`src/rtl/sat_accum_if.sv`:
```
// -----------------------------------------------------------------------------
// sat_accum_if
// Single-direction valid/ready stream bundle used on both sides of sat_accum.
//
// Parameters
//   W      payload width in bits
//
// Signals
//   valid  producer -> consumer   payload is valid this cycle
//   ready  consumer -> producer   consumer takes the payload when valid & ready
//   data   producer -> consumer   payload, W bits
//
// Modports
//   master  the producing side (drives valid/data, observes ready)
//   slave   the consuming side (observes valid/data, drives ready)
// -----------------------------------------------------------------------------
`timescale 1ns/1ps

interface sat_accum_if #(
  parameter int W = 16
) ();

  logic         valid;
  logic         ready;
  logic [W-1:0] data;

  modport master (
    output valid,
    output data,
    input  ready
  );

  modport slave (
    input  valid,
    input  data,
    output ready
  );

endinterface : sat_accum_if

```
`src/rtl/sat_accum.sv`:
```
// -----------------------------------------------------------------------------
// sat_accum
// Windowed signed accumulator on a valid/ready stream. Sums CNT consecutive
// accepted two's-complement samples and presents one DOUT-bit signed sum per
// window on the output stream. The sum is held until the downstream takes it.
//
// Optional feature (compile-time macro SAT_ACCUM_SAT_EN):
//   defined   : each accumulation step clamps to [-2^(DOUT-1), 2^(DOUT-1)-1]
//   undefined : each accumulation step wraps modulo 2^DOUT (no clamp logic)
//
// Parameters
//   DIN    input sample width (two's complement)
//   DOUT   accumulator / output width (two's complement), DOUT >= DIN
//   CNT    samples per window, CNT >= 1
//
// Ports
//   clk    in      single clock, rising edge
//   rst    in      synchronous, active-high reset
//   din    slave   input stream  (valid/data in, ready out), DIN-bit samples
//   dout   master  output stream (valid/data out, ready in), DOUT-bit sums
//
// Timing
//   - dout.valid is registered (state only); no path from din.valid to it.
//   - din.ready is 1 while accumulating, and equals dout.ready while a sum is
//     pending, so the first sample of the next window can enter in the same
//     cycle the previous sum is taken. This is the only combinational path.
// -----------------------------------------------------------------------------
`timescale 1ns/1ps

module sat_accum #(
  parameter int DIN  = 16,
  parameter int DOUT = 24,
  parameter int CNT  = 8
) (
  input  logic          clk,
  input  logic          rst,
  sat_accum_if.slave    din,
  sat_accum_if.master   dout
);

  // Counter is wide enough to hold CNT itself, which keeps it at least one bit
  // wide even when CNT == 1.
  localparam int CW = $clog2(CNT + 1);
  localparam logic [CW-1:0] LAST = CW'(CNT - 1);

  typedef enum logic {
    ST_ACC,   // collecting samples of the current window
    ST_OUT    // window sum presented, waiting for downstream
  } state_t;

  typedef logic signed [DOUT-1:0] acc_t;

  // ---------------------------------------------------------------------------
  // One accumulation step: a + b reduced to DOUT bits.
  // The DOUT-bit sum equals the low bits of the exact (DOUT+1)-bit sum, so the
  // wrapping build needs nothing more. The clamping build detects overflow as
  // equal operand signs with a differing result sign, and then picks the
  // extreme matching the operands' sign.
  // ---------------------------------------------------------------------------
  function automatic acc_t f_add(input acc_t a, input acc_t b);
    acc_t s;
    s = a + b;
`ifdef SAT_ACCUM_SAT_EN
    if ((a[DOUT-1] == b[DOUT-1]) && (s[DOUT-1] != a[DOUT-1])) begin
      s = a[DOUT-1] ? {1'b1, {(DOUT-1){1'b0}}}    // most negative
                    : {1'b0, {(DOUT-1){1'b1}}};   // most positive
    end
`endif
    return s;
  endfunction

  // ---------------------------------------------------------------------------
  // State
  // ---------------------------------------------------------------------------
  state_t          state, state_nx;
  acc_t            acc,   acc_nx;
  logic [CW-1:0]   cnt,   cnt_nx;
  acc_t            data_q, data_nx;

  // ---------------------------------------------------------------------------
  // Input side
  // ---------------------------------------------------------------------------
  logic signed [DIN-1:0] din_s;
  acc_t                  din_ext;
  logic                  din_rdy;
  logic                  din_fire;

  assign din_s    = din.data;
  assign din_ext  = DOUT'(din_s);                 // sign extension to DOUT
  assign din_rdy  = (state == ST_ACC) || dout.ready;
  assign din_fire = din.valid && din_rdy;

  assign din.ready  = din_rdy;
  assign dout.valid = (state == ST_OUT);
  assign dout.data  = data_q;

  // ---------------------------------------------------------------------------
  // Next-state logic.
  // A sample accepted while the previous sum is being taken behaves exactly
  // like the first sample of a fresh window (empty accumulator, count 0). With
  // CNT == 1 that same sample also completes its window, so the machine stays
  // in ST_OUT with the new sum and the accumulator cleared again.
  // ---------------------------------------------------------------------------
  acc_t          base_acc;
  logic [CW-1:0] base_cnt;
  logic          take;
  acc_t          step_sum;

  always_comb begin
    // NOTE: every variable gets a default before any branch, so no path
    // through this block leaves one unassigned and no latch is inferred.
    state_nx = state;
    acc_nx   = acc;
    cnt_nx   = cnt;
    data_nx  = data_q;
    base_acc = acc;
    base_cnt = cnt;
    take     = 1'b0;

    unique case (state)
      ST_ACC: begin
        take = din_fire;
      end
      ST_OUT: begin
        // Without dout.ready nothing moves: din_rdy is low, the sum is held.
        if (dout.ready) begin
          state_nx = ST_ACC;
          base_acc = '0;
          base_cnt = '0;
          take     = din_fire;
        end
      end
      default: begin
        state_nx = ST_ACC;
      end
    endcase

    step_sum = f_add(base_acc, din_ext);

    if (take) begin
      if (base_cnt == LAST) begin
        data_nx  = step_sum;
        acc_nx   = '0;
        cnt_nx   = '0;
        state_nx = ST_OUT;
      end else begin
        acc_nx = step_sum;
        cnt_nx = base_cnt + CW'(1);
      end
    end
  end

  // ---------------------------------------------------------------------------
  // State register. Reset discards any partial window and any pending sum.
  // ---------------------------------------------------------------------------
  always_ff @(posedge clk) begin
    // NOTE: sequential state uses non-blocking assignments so every register
    // samples the values from before this edge, independent of statement order.
    if (rst) begin
      state  <= ST_ACC;
      acc    <= '0;
      cnt    <= '0;
      data_q <= '0;
    end else begin
      state  <= state_nx;
      acc    <= acc_nx;
      cnt    <= cnt_nx;
      data_q <= data_nx;
    end
  end

endmodule : sat_accum

```
`src/flat_wrapper.sv`:
```
// flat-port wrapper written by rule: the top's interface ports become plain ports
module sat_accum_flat 
#(
  parameter int DIN  = 16,
  parameter int DOUT = 24,
  parameter int CNT  = 8
)
  (clk, rst, din_valid, din_data, din_ready, dout_valid, dout_data, dout_ready);
  sat_accum_if #(.W(DIN)) din_i ();
  sat_accum_if #(.W(DOUT)) dout_i ();
  input  logic clk;
  input  logic rst;
  input wire logic [$bits(din_i.valid)-1:0] din_valid;
  input wire logic [$bits(din_i.data)-1:0] din_data;
  output wire logic [$bits(din_i.ready)-1:0] din_ready;
  output wire logic [$bits(dout_i.valid)-1:0] dout_valid;
  output wire logic [$bits(dout_i.data)-1:0] dout_data;
  input wire logic [$bits(dout_i.ready)-1:0] dout_ready;
  assign din_i.valid = din_valid;
  assign din_i.data = din_data;
  assign din_ready = din_i.ready;
  assign dout_valid = dout_i.valid;
  assign dout_data = dout_i.data;
  assign dout_i.ready = dout_ready;
  sat_accum #(.DIN(DIN), .DOUT(DOUT), .CNT(CNT)) u_core (.clk(clk), .rst(rst), .din(din_i), .dout(dout_i));
endmodule
```
`config.mk`:
```
export PLATFORM = sky130hd
export DESIGN_NAME = sat_accum_flat
export DESIGN_NICKNAME = d
export VERILOG_FILES = /design/src/rtl/sat_accum_if.sv /design/src/rtl/sat_accum.sv /design/src/flat_wrapper.sv
export SDC_FILE = /design/constraint.sdc
export NUM_CORES = 1
export LEC_CHECK = 0
export CAP_MARGIN = 0
export CELL_PAD_IN_SITES_DETAIL_PLACEMENT = 0
export CELL_PAD_IN_SITES_GLOBAL_PLACEMENT = 2
export CORE_AREA = 8 8 106 108
export CTS_CLUSTER_SIZE = 14
export DETAILED_ROUTE_END_ITERATION = 8
export DIE_AREA = 0 0 114 116
export PLACE_DENSITY_LB_ADDON = 0.1
export SLEW_MARGIN = 20
export SYNTH_ARGS = -nofsm -noshare
export SYNTH_HDL_FRONTEND = slang
export SYNTH_SLANG_ARGS = --single-unit
```
`constraint.sdc`:
```
create_clock -name clk -period 6.8 [get_ports clk]
set_input_delay 2.04 -clock clk [delete_from_list [all_inputs] [get_ports clk]]
set_output_delay 2.04 -clock clk [all_outputs]
set_load 0.01 [all_outputs]
```
==> results of run 1 <==
==> worst max-delay path: stages <==
cell and delay, ps:
clkdlybuf4s50_1 540, nand2b_1 210, clkdlybuf4s50_1 580
==> metal layers <==
| metal | vias to the layer above | wire (um) | GRT usage [%] | part of all wire [%] |
|---|---|---|---|---|
| li1 | 1515 | - | - | - |
| met1 | 1351 | 3987 | 15.97 | 44 |
| met2 | 44 | 4551 | 26.06 | 50 |
| met3 | 10 | 306 | 2.710 | 3.4 |
| met4 | 0 | 202 | 4.880 | 2.2 |
| met5 | - | 0 | 0 | 0 |
==> registers in the layout, summed over array words and instances (netlist names) <==
register	count
u_core.acc	24
u_core.dout.data	24
u_core.cnt	4
u_core.dout.valid	1
==> path summary, 6_finish.rpt <==
| check | cells after the start | from | to |
|---|---|---|---|
| worst min-delay path | 2 | u_core.dout.data[3]$_SDFFE_PP0P_ | u_core.dout.data[3]$_SDFFE_PP0P_ |
| worst max-delay path | 3 | dout_ready | din_ready |
| worst min register to register | 2 | u_core.dout.data[3]$_SDFFE_PP0P_ | u_core.dout.data[3]$_SDFFE_PP0P_ |
| worst max register to register | 13 | u_core.dout.valid$_SDFF_PP0_ | u_core.dout.data[16]$_SDFFE_PP0P_ |
==> metrics by stage <==
| step | setup slack, ps | power [W] | util, % | cells |
|---|---|---|---|---|
| after detailed placement | 1312 | 0.0006496 | 40.13 | 572 |
| final | 1385 | 0.0008256 | 41.04 | 580 |
| after floorplan | 2423 | 0.0005764 | - | 404 |
| after global routing | 1341 | 0.0008874 | 41.04 | 580 |
| after global placement | 1406 | 0.0006523 | 40.13 | 572 |
| after CTS | 1388 | 0.0008412 | 41.04 | 580 |
==> area by class of cell <==
class | count | area, um2
tap | 133 | 166.4
fill | 996 | 5630
clock buffer | 6 | 72.57
timing repair buffer | 50 | 488.0
inverter | 8 | 30.03
sequential | 53 | 1061
multi-input combinational | 328 | 2087
clock inverter | 2 | 13.76
==> power by group through the flow <==
stage	Combinational (W)	Sequential, W	Clock [W]
after floorplan	0.000229	0.000347	0
after global placement	0.000302	0.000350	0
after detailed placement	0.000299	0.000350	0
after CTS	0.000301	0.000343	0.000197
after global routing	0.000337	0.000346	0.000204
final	0.000299	0.000343	0.000184
==> layout by cell type, fill, tap and decap left out, types with 5 or more instances in the layout <==
cell,netlist,routed
a211oi_1,7,7
a21o_1,6,6
a21oi_1,46,46
a22o_1,10,10
a22oi_1,8,8
and2_1,27,27
buf_4,0,5
clkbuf_8,0,5
clkdlybuf4s50_1,0,45
dfxtp_1,53,53
ha_1,25,25
inv_1,8,8
nand2_1,56,56
nand3_1,8,8
nor2_1,38,38
o211ai_1,6,6
o21ai_0,18,18
xnor2_1,12,12
xor2_1,9,9
==> logic make-up (layout without fill, tap and decap cells) <==
kind of cell	after synthesis	after routing	synth area share [%]
AOI/OAI and AO/OA	129	129	26.26
xor gates and xnor gates	21	21	5.685
adders and majority gates	26	26	10.29
buffers and inverters	23	66	2.707
DFF	53	53	32.79
muxes	1	1	0.3094
and+or+nand+nor	151	151	21.96
==> metrics.md, run 1 <==
| Metric | Value |
|---|---|
| Status | completed |
| Reg-to-reg slack, setup | 3570 ps |
| Hold WS | 459.4 ps |
| CP Class | input port to primary output |
| Die width | 114 um |
| Diode count | 0 |
| Synth Register Bits | 53 |
| CP endpoint kind | primary output |
| Synth unique cells | 51 |
| Maxcap violations | 0 |
| Critical path arrival | 3370 ps |
| VDD IR max | 0.07691 mV |
| Max Clock Skew | 10.64 ps |
| HP Class | flip-flop to flip-flop |
| Grt ovf | 0 |
| Pint | 0.0005336 W |
| Syn_nets | 450 |
| CTS Buf Count | 5 |
| Most used DFF post-synth | dfxtp_1 |
| FFs w/ async S/R, synth | 0% |
| Max Clk Rate | 0.1847 GHz |
| Antenna Violating Nets Remaining | 0 |
| Initial DRC count | 163 |
| Area grow syn2layout | 21.11% |
| Setup_tns | 0 ps |
| Clk sink count | 53 |
| Combinational fraction of design power | 36.2% |
| Core area | 9549 um2 |
| Synth top cells by count | nand2_1, dfxtp_1, a21oi_1 |
| Vias | 2,920 |
| Cells after synthesis | 404 |
| PwrDens | 210.7 nW/um2 |
| Slew Viols, Final | 0 |
| Final Cell Area | 3919 um2 |
| Synth Cell Area | 3236 um2 |
| All-layer global routing usage | 14.17% |
| Mean Syn Cell Area | 8.009 um2 |
| Row Count | 36 |
| Root Buffer | clkbuf_8 |
| Synth area leaders | dfxtp_1, ha_1, a21oi_1 |
| Top-area cell type share of the netlist area | 32.79% |
| Num ports | 46 |
| Via-to-Cell Ratio | 5.034 |
| Clock insertion delay at the later pin of the skew report | 310 ps |
| Setup crit start kind | input port |
| Period utilization | 79.63% |
| Clk pin slew, worst setup/hold paths | 100 ps |
| Max Root-Sink Buffers | 2 |
| Initial antenna violation count | 0 |
| Final Hold Viols | 0 |
| Slew of the pin with the lowest slew margin | 921.1 ps |
| Routed wire per std cell | 15.60 um |
| Routability congestion estimate | 0.8208 |
| Post-CTS Hold Fix Bufs | 0 |
| Vias in the first global route | 2,972 |
| PortBufs | 45 |
| Yosys Warn Count | 0 |
| Die area | 13,220 um2 |
| Seq pwr share | 41.6% |
| Share of layout cells above drive strength 1 | 4.922% |
| Max-slew headroom | 38.44% |
| Dpl cell area | 3832 um2 |
| # setup viols final | 0 |
| Post-CTS setup repair buffer count | 0 |
| Starting Density | 33.88% |
| Nets | 492 |
| WP data required | 4760 ps |
| Max FO, Critical Path | 5 |
| CTS H-Tree Depth | 2 |
| Post-CTS Resized | 0 |
| Synth area leader | dfxtp_1 |
| Number of flops mapped to enable cells by yosys | 0 |
| Most common cell in the netlist | nand2_1 |
| Net Switching | 0.0002920 W |
| RSZ-0062 raised after global routing | no |
| Power share of the clock group | 22.3% |
| Global-route wire length before repair | 15.01 mm |
| CTS tree | yes |
| Sw Ratio | 35.36% |
| Detailed Place HPWL | 6.737 mm |
| Number of remaining DRC errors | 0 |
| Drt first pass iters | 4 |
| Post-synthesis sequential area ratio | 32.79% |
| Pin count of the biggest net entering global routing | 30 |
| P_leak | 1.499 nW |
| Drt total wl | 9.048 mm |
| Final Critical Period | 5415 ps |
| Chip Height | 116 um |
(Power assumes the default switching activity.)
==> inputs of run 2 (changes only) <==
CORE_AREA = 8 8 115 117   (was 8 8 106 108)
DIE_AREA = 0 0 123 125   (was 0 0 114 116)
clock period = 4.8 ns   (was 6.8 ns; I/O delays follow)
==> metrics.md, run 2 (same netlist as run 1, synthesis figures left out) <==
| Metric | Value |
|---|---|
| Status | completed (unchanged) |
| Setup ws final | 492.8 ps (was 1385 ps) |
| Core area | 11,610 um2 (was 9549 um2) |
| Die width | 123 um (was 114 um) |
| Hold Path End | u_core.acc[20]$_SDFFE_PP0P_ (was u_core.dout.data[3]$_SDFFE_PP0P_) |
| Slowest stage cell, crit path | clkdlybuf4s50_1 (unchanged) |
| Reg-to-reg slack, setup | 1730 ps (was 3570 ps) |
| Max-slew headroom | 43.38% (was 38.44%) |
| Routability congestion estimate | 0.7727 (was 0.8208) |
| Pint | 0.0008552 W (was 0.0005336 W) |
| Hold WS | 452.9 ps (was 459.4 ps) |
| Starting Density | 27.87% (was 33.88%) |
| Area grow syn2layout | 25.64% (was 21.11%) |
| FF-to-FF End | u_core.dout.data[18]$_SDFFE_PP0P_ (was u_core.dout.data[16]$_SDFFE_PP0P_) |
| Post-CTS setup repair buffer count | 0 (unchanged) |
| Sw Ratio | 34.31% (was 35.36%) |
| Die area | 15,380 um2 (was 13,220 um2) |
| Seq pwr share | 37.5% (was 41.6%) |
| Vias in the first global route | 3,118 (was 2,972) |
| R2R depth | 12 (was 13) |
| HP Start | u_core.acc[20]$_SDFFE_PP0P_ (was u_core.dout.data[3]$_SDFFE_PP0P_) |
| Num ports | 46 (unchanged) |
| Initial DRC count | 159 (was 163) |
| Drt first pass iters | 4 (unchanged) |
| Max Root-Sink Buffers | 2 (unchanged) |
| CTS tree | yes (unchanged) |
| Vias | 2,965 (was 2,920) |
| Global-route wire length before repair | 16.25 mm (was 15.01 mm) |
| Post-CTS Hold Fix Bufs | 0 (unchanged) |
| Setup_tns | 0 ps (unchanged) |
| Setup crit start kind | input port (unchanged) |
| CP Class | input port to flip-flop (was input port to primary output) |
| Clock insertion delay at the later pin of the skew report | 300 ps (was 310 ps) |
| Power share of the clock group | 28.6% (was 22.3%) |
| # fillers | 1,287 (was 996) |
| Chip Height | 125 um (was 116 um) |
| Initial antenna violation count | 0 (unchanged) |
| Root Buffer | clkbuf_16 (was clkbuf_8) |
| Diode count | 0 (unchanged) |
| CP endpoint kind | flip-flop (was primary output) |
| Final Hold Viols | 0 (unchanged) |
| Via-to-Cell Ratio | 4.909 (was 5.034) |
| Critical path arrival | 4530 ps (was 3370 ps) |
| Net Switching | 0.0004466 W (was 0.0002920 W) |
| CTS Buf Count | 5 (unchanged) |
| Row Count | 40 (was 36) |
| R2r startpoint | u_core.dout.valid$_SDFF_PP0_ (unchanged) |
| Most frequent cells in the layout | nand2_1, dfxtp_1, a21oi_1 (unchanged) |
| Nets | 502 (was 492) |
| RSZ-0062 raised after global routing | no (unchanged) |
| CTS H-Tree Depth | 2 (unchanged) |
| Grt ovf | 0 (unchanged) |
| Clk pin slew, worst setup/hold paths | 70 ps (was 100 ps) |
| PwrDens | 320.3 nW/um2 (was 210.7 nW/um2) |
| HP Class | flip-flop to flip-flop (unchanged) |
| Combinational fraction of design power | 34.0% (was 36.2%) |
| Max FO, Critical Path | 12 (was 5) |
| Detailed Place HPWL | 7.719 mm (was 6.737 mm) |
| Max Clock Skew | 8.564 ps (was 10.64 ps) |
| Number of remaining DRC errors | 0 (unchanged) |
| VDD IR max | 0.1809 mV (was 0.07691 mV) |
| Worst path cell trace | clkdlybuf4s50_1, nand2_1, buf_4, and2_1, ha_1, a21oi_1, o21ai_1, or3_1, o21ai_2, o221ai_1, xor2_1, nand2_1, a21oi_1 (was clkdlybuf4s50_1, nand2b_1, clkdlybuf4s50_1) |
| Maxcap violations | 0 (unchanged) |
| Critical path's largest stage delay | 540 ps (was 580 ps) |
| Clk sink count | 53 (unchanged) |
| Period utilization | 89.73% |
| Drt total wl | 10.01 mm (was 9.048 mm) |
| Worst hold path depth | 2 (unchanged) |
| Design Power | 0.001302 W (was 0.0008256 W) |
| Share of layout cells above drive strength 1 | 6.783% (was 4.922%) |
| PortBufs | 45 (unchanged) |
| P_leak | 1.564 nW (was 1.499 nW) |
| Pin count of the biggest net entering global routing | 23 (was 30) |
| Post-CTS Resized | 0 (unchanged) |
| Final Critical Period | 4307 ps |
| WP data required | 5020 ps (was 4760 ps) |
| Slew Viols, Final | 0 (unchanged) |
| Pre-CTS WS | 127.1 ps (was 1312 ps) |
| Antenna Violating Nets Remaining | 0 (unchanged) |
| All-layer global routing usage | 13.44% (was 14.17%) |
| Slew of the pin with the lowest slew margin | 846.7 ps (was 921.1 ps) |
| Routed wire per std cell | 16.57 um (was 15.60 um) |
| # setup viols final | 0 (unchanged) |
| Max Clk Rate | 0.2322 GHz |
| Most common cell after layout, fill and taps aside | nand2_1 (unchanged) |
==> run 2: stage by stage <==
stage,utilization (%),instances,instance area [um2]
final,35.01,604,4065
after global routing,35.01,604,4065
after CTS,35.01,604,4065
after detailed placement,33.80,596,3925
after global placement,33.80,596,3925
after floorplan,-,404,3236
==> run 2: layer usage <==
metal / GRT usage (%) / vias to the layer above / part of all wire, %
li1: - / 1551 / -
met1: 15.73 / 1374 / 45
met2: 23.62 / 33 / 51
met3: 2.970 / 7 / 3.0
met4: 4.111 / 0 / 1.2
met5: 0 / - / 0
==> run 2: layout make-up <==
type                    instances  area, um2  share of cell area (%)
multi-input cells             328       2087                   51.34
repair buffers                 60      563.0                   13.85
clock buffers                   7      132.6                   3.263
inverters                       8      30.03                  0.7387
well taps                     147      183.9                   4.524
flip-flops and latches         53       1061                   26.10
clock inverters                 1      7.507                  0.1847
==> run 2: worst max-delay path by stage <==
stage | startpoint | endpoint | slack (ps) | cells past startpoint
after global placement | dout_ready | u_core.dout.data[18]$_SDFFE_PP0P_ | 160 | 13
after detailed placement | dout_ready | u_core.dout.data[18]$_SDFFE_PP0P_ | 130 | 13
after floorplan | dout_ready | u_core.dout.data[20]$_SDFFE_PP0P_ | 1020 | 14
after CTS | dout_ready | u_core.dout.data[18]$_SDFFE_PP0P_ | 440 | 13
after global routing | dout_ready | u_core.dout.data[18]$_SDFFE_PP0P_ | 230 | 13
final | dout_ready | u_core.dout.data[18]$_SDFFE_PP0P_ | 490 | 13
==> run 2: power groups by stage <==
stage          Clock (W)  Sequential [W]  Combinational, W
4_1_cts         0.000390        0.000488          0.000448
3_3_place_gp           0        0.000499          0.000450
2_1_floorplan          0        0.000492          0.000325
5_1_grt         0.000400        0.000492          0.000497
6_report        0.000372        0.000488          0.000442
3_5_place_dp           0        0.000498          0.000445
==> run 2: worst max-delay path: cells and delay by family <==
family / cells / cell delay, ps
XOR/XNOR: 1 / 290
adder cells (fa/ha/maj): 1 / 360
AO/OA/AOI/OAI: 5 / 790
AND/OR/NAND/NOR: 4 / 830
buffers and inverters: 2 / 800
==> inputs of run 3 (changes only) <==
CELL_PAD_IN_SITES_DETAIL_PLACEMENT = not set   (was 0)
CELL_PAD_IN_SITES_GLOBAL_PLACEMENT = not set   (was 2)
CORE_AREA = 8 8 94 96   (was 8 8 115 117)
DIE_AREA = 0 0 102 104   (was 0 0 123 125)
PLACE_DENSITY = 0.7   (was not set)
PLACE_DENSITY_LB_ADDON = not set   (was 0.1)
==> metrics.md, run 3 (same netlist as run 1, synthesis figures left out) <==
| Metric | Value |
|---|---|
| Num ports | 46 (unchanged) |
| Setup crit start kind | input port (unchanged) |
| Initial DRC count | 124 (was 159) |
| Critical path's largest stage delay | 530 ps (was 540 ps) |
| Setup_tns | 0 ps (unchanged) |
| VDD IR max | 0.1758 mV (was 0.1809 mV) |
| Slowest stage cell, crit path | clkdlybuf4s50_1 (unchanged) |
| R2r startpoint | u_core.dout.valid$_SDFF_PP0_ (unchanged) |
| Buffers & Inverters on Critical Path | 2 (unchanged) |
| CTS Buf Count | 5 (unchanged) |
| R2R depth | 11 (was 12) |
| Detailed Place HPWL | 6.396 mm (was 7.719 mm) |
| Critical path startpoint | dout_ready (unchanged) |
| HP Class | flip-flop to flip-flop (unchanged) |
| Die width | 102 um (was 123 um) |
| Share of layout cells above drive strength 1 | 5.357% (was 6.783%) |
| Area grow syn2layout | 21.04% (was 25.64%) |
| Pin count of the biggest net entering global routing | 26 (was 23) |
| Max-slew headroom | 50.23% (was 43.38%) |
| Nets | 494 (was 502) |
| RSZ-0062 raised after global routing | no (unchanged) |
| CP Class | input port to flip-flop (unchanged) |
| Root Buffer | clkbuf_8 (was clkbuf_16) |
| P_leak | 1.518 nW (was 1.564 nW) |
| WP data required | 5000 ps (was 5020 ps) |
| CTS H-Tree Depth | 2 (unchanged) |
| Final Cell Area | 3916 um2 (was 4065 um2) |
| Grt ovf | 0 (unchanged) |
| Clock insertion delay at the later pin of the skew report | 310 ps (was 300 ps) |
| Max Clock Skew | 13.21 ps (was 8.564 ps) |
| Met2 WL post-DR | 4.073 mm (was 5.135 mm) |
| PwrDens | 310.8 nW/um2 (was 320.3 nW/um2) |
| Via-to-Cell Ratio | 5.442 (was 4.909) |
| Chip Height | 104 um (was 125 um) |
| Row Count | 32 (was 40) |
| Post-CTS Resized | 0 (unchanged) |
| Max Root-Sink Buffers | 2 (unchanged) |
| Max Clk Rate | 0.2312 GHz (was 0.2322 GHz) |
| Drt first pass iters | 4 (unchanged) |
| HP Start | u_core.acc[20]$_SDFFE_PP0P_ (unchanged) |
| Metal3 WL | 348 um (was 300 um) |
| Most frequent cells in the layout | nand2_1, dfxtp_1, a21oi_1 (unchanged) |
| CP endpoint kind | flip-flop (unchanged) |
| Vias in the first global route | 2,970 (was 3,118) |
| Top Layer Used | met4 (unchanged) |
| CTS tree | yes (unchanged) |
| Diode count | 0 (unchanged) |
| Met1 wire length | 3.945 mm (was 4.458 mm) |
| Crit path max-delay family | compound AO/OA/AOI/OAI gates (was simple AND/OR/NAND/NOR gates) |
| Worst hold path depth | 2 (unchanged) |
| Clk pin slew, worst setup/hold paths | 100 ps (was 70 ps) |
| Initial antenna violation count | 0 (unchanged) |
| Worst path cell trace | clkdlybuf4s50_1, nand2_1, buf_4, and2_1, ha_1, a21oi_1, o21ai_0, a31oi_4, a31oi_1, a21oi_2, xnor2_1, a31o_1 (was clkdlybuf4s50_1, nand2_1, buf_4, and2_1, ha_1, a21oi_1, o21ai_1, or3_1, o21ai_2, o221ai_1, xor2_1, nand2_1, a21oi_1) |
| # fillers | 715 (was 1,287) |
| Post-CTS Hold Fix Bufs | 0 (unchanged) |
| Routability congestion estimate | 0.8548 (was 0.7727) |
| Drt total wl | 8.474 mm (was 10.01 mm) |
| Post-CTS setup repair buffer count | 0 (unchanged) |
| Final Hold Viols | 0 (unchanged) |
| PortBufs | 45 (unchanged) |
| Final Critical Period | 4325 ps (was 4307 ps) |
| Core area | 7447 um2 (was 11,610 um2) |
| Vias | 2,993 (was 2,965) |
| Dpl cell area | 3809 um2 (was 3925 um2) |
| Die area | 10,610 um2 (was 15,380 um2) |
| # setup viols final | 0 (unchanged) |
| Most common cell after layout, fill and taps aside | nand2_1 (unchanged) |
| Antenna Violating Nets Remaining | 0 (unchanged) |
| Routed wire per std cell | 15.41 um (was 16.57 um) |
| Global-route wire length before repair | 14.31 mm (was 16.25 mm) |
| Max FO, Critical Path | 16 (was 12) |
| Clk sink count | 53 (unchanged) |
| Starting Density | 43.45% (was 27.87%) |
| Slew of the pin with the lowest slew margin | 744.1 ps (was 846.7 ps) |
| All-layer global routing usage | 16.37% (was 13.44%) |
| Slew Viols, Final | 0 (unchanged) |
| Critical path arrival | 4530 ps (about the same) |
| Maxcap violations | 0 (unchanged) |
| Status | completed (unchanged) |
| Period utilization | 90.11% (was 89.73%) |
| Number of remaining DRC errors | 0 (unchanged) |
| Total stage count of the critical path | 12 (was 13) |
run 3: cell types whose count changed in the layout (fill, tap and decap cells not counted):
cell | before | now
clkbuf_8 | 0 | 5
bufinv_16 | 0 | 1
buf_4 | 15 | 7
clkbuf_1 | 2 | 0
clkinvlp_4 | 1 | 0
inv_6 | 0 | 1
clkbuf_16 | 5 | 0
run 3: power breakdown:
part | switching [W] | total [W] | internal [W]
sequential | 0.0000160 | 0.000488 | 0.000472
combinational | 0.000240 | 0.000420 | 0.000180
clock | 0.000154 | 0.000309 | 0.000155
run 3: final timing paths:
| kind | end | slack (ps) |
|---|---|---|
| max reg2reg | u_core.dout.data[19]$_SDFFE_PP0P_ | 1690 |
| min reg2reg | u_core.acc[20]$_SDFFE_PP0P_ | 450 |
| min | u_core.acc[20]$_SDFFE_PP0P_ | 450 |
| max | u_core.dout.data[19]$_SDFFE_PP0P_ | 470 |
run 3: per-stage QoR:
stage          hold slack, ps  std cells  total power, W  setup slack, ps  utilization, %
2_1_floorplan           416.7        404       0.0008166             1023               -
3_3_place_gp            434.0        543       0.0009068            184.2           51.14
3_5_place_dp            437.0        543       0.0009126            163.3           51.14
4_1_cts                 451.0        550        0.001223            480.7           52.59
5_1_grt                 484.3        550        0.001292            237.2           52.59
6_report                446.7        550        0.001217            474.9           52.59
run 3: layout make-up:
| class | instances | area, um2 | share of cell area [%] |
|---|---|---|---|
| clock inverter | 2 | 38.79 | 0.9904 |
| tap | 102 | 127.6 | 3.259 |
| clock buffer | 5 | 68.82 | 1.757 |
| multi-input combinational | 328 | 2087 | 53.29 |
| sequential | 53 | 1061 | 27.09 |
| inverter | 8 | 30.03 | 0.7668 |
| timing repair buffer | 52 | 503.0 | 12.84 |
run 3: worst min-delay path: cells and delay by family, from the launching register on:
family          cells  cell delay, ps
compound gates      1              50
simple gates        1              40
flops               1             320
run 3: per-layer routing:
metal	vias up	global-route usage [%]
met5	-	0
met4	0	4.302
met3	12	3.347
met2	63	27.68
met1	1392	20.25
li1	1526	-
